$ cat src/rtl/shift_tx_pkg.sv
// Shared types and constants for the serial transmitter and its paired receiver.
// The default width is shared so both ends of the link agree on frame size.
package shift_tx_pkg;

  typedef enum logic {
    ST_IDLE  = 1'b0,
    ST_SHIFT = 1'b1
  } state_t;

  localparam int DEFAULT_WIDTH = 4;

endpackage

$ cat src/rtl/shift_tx.sv
// Parallel-in/serial-out transmitter: first bit one cycle after accept, WIDTH bits per frame;
// load_ready is high only when idle or on the last bit, so back-to-back frames run gap-free.
module shift_tx
  import shift_tx_pkg::*;
#(
  parameter int WIDTH     = DEFAULT_WIDTH,
  parameter bit MSB_FIRST = 1'b1
) (
  input  logic             clk,
  input  logic             n_rst,
  input  logic             load_valid,
  input  logic [WIDTH-1:0] data_in,
  output logic             load_ready,
  output logic             sout,
  output logic             sout_valid,
  output logic             sof,
  output logic             eof
);

  localparam int CW = $clog2(WIDTH);
  localparam logic [CW-1:0] LAST = CW'(WIDTH - 1);

  state_t           state, state_nx;
  logic [WIDTH-1:0] sreg, sreg_nx;
  logic [CW-1:0]    cnt, cnt_nx;
  logic             last_bit;
  logic             accept;

  always_ff @(posedge clk or negedge n_rst) begin
    if (!n_rst) begin
      state <= ST_IDLE;
      sreg  <= '0;
      cnt   <= '0;
    end else begin
      state <= state_nx;
      sreg  <= sreg_nx;
      cnt   <= cnt_nx;
    end
  end

  // Ready depends on registered state only, so no input reaches any output.
  assign last_bit   = (state == ST_SHIFT) && (cnt == LAST);
  assign load_ready = (state == ST_IDLE) || last_bit;
  assign accept     = load_valid && load_ready;

  always_comb begin
    state_nx   = state;
    sreg_nx    = sreg;
    cnt_nx     = cnt;
    sout       = 1'b0;
    sout_valid = 1'b0;
    sof        = 1'b0;
    eof        = 1'b0;
    case (state)
      ST_IDLE: begin
        if (accept) begin
          state_nx = ST_SHIFT;
          sreg_nx  = data_in;
          cnt_nx   = '0;
        end
      end
      ST_SHIFT: begin
        sout       = MSB_FIRST ? sreg[WIDTH-1] : sreg[0];
        sout_valid = 1'b1;
        sof        = (cnt == '0);
        eof        = last_bit;
        if (accept) begin
          sreg_nx = data_in;
          cnt_nx  = '0;
        end else begin
          sreg_nx = MSB_FIRST ? {sreg[WIDTH-2:0], 1'b0} : {1'b0, sreg[WIDTH-1:1]};
          if (last_bit) begin
            state_nx = ST_IDLE;
            cnt_nx   = '0;
          end else begin
            cnt_nx = cnt + CW'(1);
          end
        end
      end
      default: state_nx = ST_IDLE;
    endcase
  end

endmodule
$ cat config.mk
export PLATFORM = sky130hd
export DESIGN_NAME = shift_tx
export DESIGN_NICKNAME = d
export VERILOG_FILES = /design/src/rtl/shift_tx_pkg.sv /design/src/rtl/shift_tx.sv
export SDC_FILE = /design/constraint.sdc
export NUM_CORES = 1
export LEC_CHECK = 0
export CAP_MARGIN = 10
export CORE_AREA = 4 4 41 43
export CTS_BUF_LIST = sky130_fd_sc_hd__clkbuf_16
export CTS_CLUSTER_DIAMETER = 150
export DETAILED_ROUTE_END_ITERATION = 6
export DIE_AREA = 0 0 45 47
export PLACE_DENSITY_LB_ADDON = 0.08
export SLEW_MARGIN = 30
export SYNTH_ARGS = -nofsm -noshare
export SYNTH_HDL_FRONTEND = slang
export SYNTH_SLANG_ARGS = --single-unit
$ cat constraint.sdc
create_clock -name clk -period 1.4 [get_ports clk]
set_clock_uncertainty 0.05 [all_clocks]
set_input_delay 0.14 -clock clk [delete_from_list [all_inputs] [get_ports clk]]
set_output_delay 0.14 -clock clk [all_outputs]
set_load 0.1 [all_outputs]
==> flow_summary.ini, run 1 <==
[run_status]
status = finished, violations left
violations = negative setup slack

[yosys]
synthCells = 39
synth.avg_cell_area_um2 = 9.88
yosysWarnings = 0
synth-seq-area-share_pct = 45.5
synth_cell_types = 19
synth_fp_nets = 48
synth_area_um2 = 385
ys_ff_latch = 7

[placement]
numPortBuffers = 11
place_ws_ps = -38.8
gp_congestion = 0.770
dp_hpwl_um = 679

[sta]
finalMaxSlewViolations = 0
worst_pin_slew_ps = 401
setup_viol_count_final = 2
min_period_ps = 1440
rsz0062_at_grt = true
fmax_mhz = 692
hold_violations = 0
fin_crit_sh_pct = 103
max-slew-margin-rel_pct = 73.2
setup_ws_ps = -44.7

[floorplanning]
start_util_pct = 29.6
io_pins = 12
num_rows = 13
fp.dieH_um = 47
die_w_um = 45
core-area_um2 = 1300
die_area_um2 = 2120

[critical_path]
startpoint_type = flip-flop
r2r_cells = 5
crit_arrival_ps = 1250
cp_max_fo = 3
slowest_delay_ps = 420
path_cells = ha_4 > or2b_4 > buf_12
slowest_stage = dfrtp_2
cp.required_ps = 1210
cp-end-kind = output port
crit_type = reg2out

[final_layout]
fin_util_pct = 54.8
area_growth_pct = 85.1
num-fill-cells = 117
most-common-layout-cells = clkdlybuf4s50_1 (6), dfrtp_1 (5), buf_12 (5)
nets = 67
diodes = 0
layout_commonest_cell = clkdlybuf4s50_1
drive_gt1_share_pct = 40.4

[route]
routedWlPerCell_um = 12.6
routed_wirelength_um = 909
via_count = 342
ant_nets = 0
drt-vias-per-instance = 4.75
drtPass1Iterations = 1
drt_iter0_markers = 0
drcViolationCount = 0

[clock_network]
cts_tree = done
h-tree-depth = 1
insertion_delay_ps = 230
cts.sinks = 7
clk_pin_slew_ps = 40
clockBufferDepth = 2
cts_buffers = 3
hold_buffers = 0
cts_root_buf = clkbuf_16

[job]
cap_violations = 0

[global_routing]
grt_max_degree = 13
antenna_found_initial = 0
grt_pass1_wl_mm = 1.54
grtUsageTotal_pct = 11.0
grt_pass1_vias = 342
grt_overflow = 0

[min_path]
hp-class = in2async
-- cells in the mapped netlist, drive strengths merged --
library cell	instances	area, µm²
ha	2	25.0
nor2b	3	18.8
or2b	1	7.51
a21bo	1	10.0
nand3	1	5.00
nor2	4	15.0
a211oi	3	22.5
mux2i	1	10.0
nand2b	1	6.26
buf	2	15.0
dfrtp	7	175
o22ai	3	18.8
o21ai	2	10.0
nand2	2	10.0
a32o	1	10.0
inv	2	7.51
and2	3	18.8
-- worst paths after layout --
check	start	endpoint	slack (ps)
min	n_rst	cnt[0]	120
max in group asynchronous	n_rst	state	910
max reg2reg	cnt[1]	sreg[1]	70
min in group clk	data_in[0]	sreg[0]	460
max	cnt[1]	load_ready	-40
min reg2reg	sreg[2]	sreg[3]	470
-- final cells by class --
cell class                 count  area, µm²  area share, %
multi-input combinational     28        224           31.4
clock inverter                 1       3.75          0.526
sequential                     7        180           25.3
timing repair buffer          16        201           28.2
inverter                       2       10.0           1.40
tap                           15       18.8           2.63
clock buffer                   3       75.1           10.5
-- kinds of logic (layout without fill, tap and decap cells) --
logic type	Yosys count	after routing	synth area share (%)
multiplexers	1	1	2.60
AND/OR/NAND/NOR	15	15	21.1
buffers and inverters	4	22	5.84
AO/OA/AOI/OAI	10	10	18.5
adder cells (fa/ha/maj)	2	2	6.49
flip-flops	7	7	45.5
-- layer usage --
| layer | wire length, µm | GRT usage, % | vias to the layer above |
|---|---|---|---|
| met1 | 366 | 12.8 | 157 |
| met2 | 464 | 14.4 | 9 |
| met4 | 23 | 8.77 | 0 |
| met5 | 0 | 0 | - |
| li1 | - | - | 174 |
| met3 | 55 | 6.51 | 2 |
-- registers in the layout, indices dropped and copies added (netlist names) --
| register | cells |
|---|---|
| cnt | 2 |
| state | 1 |
| sreg | 4 |
-- stage by stage --
stage	hold slack, ps	setup TNS [ps]	instance area, µm²	cells
final	122	-70.1	713	72
after global routing	147	-134	713	72
after floorplan	-206	0	400	39
after global placement	376	0	579	65
after CTS	135	-112	709	72
after detailed placement	379	-104	579	65
-- critical path, delay by kind of cell (launching register included) --
kind / cells / cell delay [ps]
buffers and inverters: 1 / 170
flip-flops: 1 / 420
adder cells (fa/ha/maj): 1 / 170
AND/OR/NAND/NOR: 1 / 260
-- repair_timing --
action,in CTS,in global routing
pin swaps,2,1
gates resized for setup,6,2
buffers inserted,3,0
setup endpoints to repair,3,3
Power of run 1 is left out: the tool's default activity adds up to more than one toggle a clock period on the data nets, which glitch-free logic cannot reach.
==> inputs of run 2 (changes only) <==
--- a/config.mk
+++ b/config.mk
@@ -8,7 +8,6 @@
 export CAP_MARGIN = 10
 export CORE_AREA = 4 4 41 43
 export CTS_BUF_LIST = sky130_fd_sc_hd__clkbuf_16
-export CTS_CLUSTER_DIAMETER = 150
 export DETAILED_ROUTE_END_ITERATION = 6
 export DIE_AREA = 0 0 45 47
 export PLACE_DENSITY_LB_ADDON = 0.08
==> results of run 2 <==
Same layout as run 1: the final DEF is identical, and so are final timing and power.
Power of run 2 is left out for the same reason.
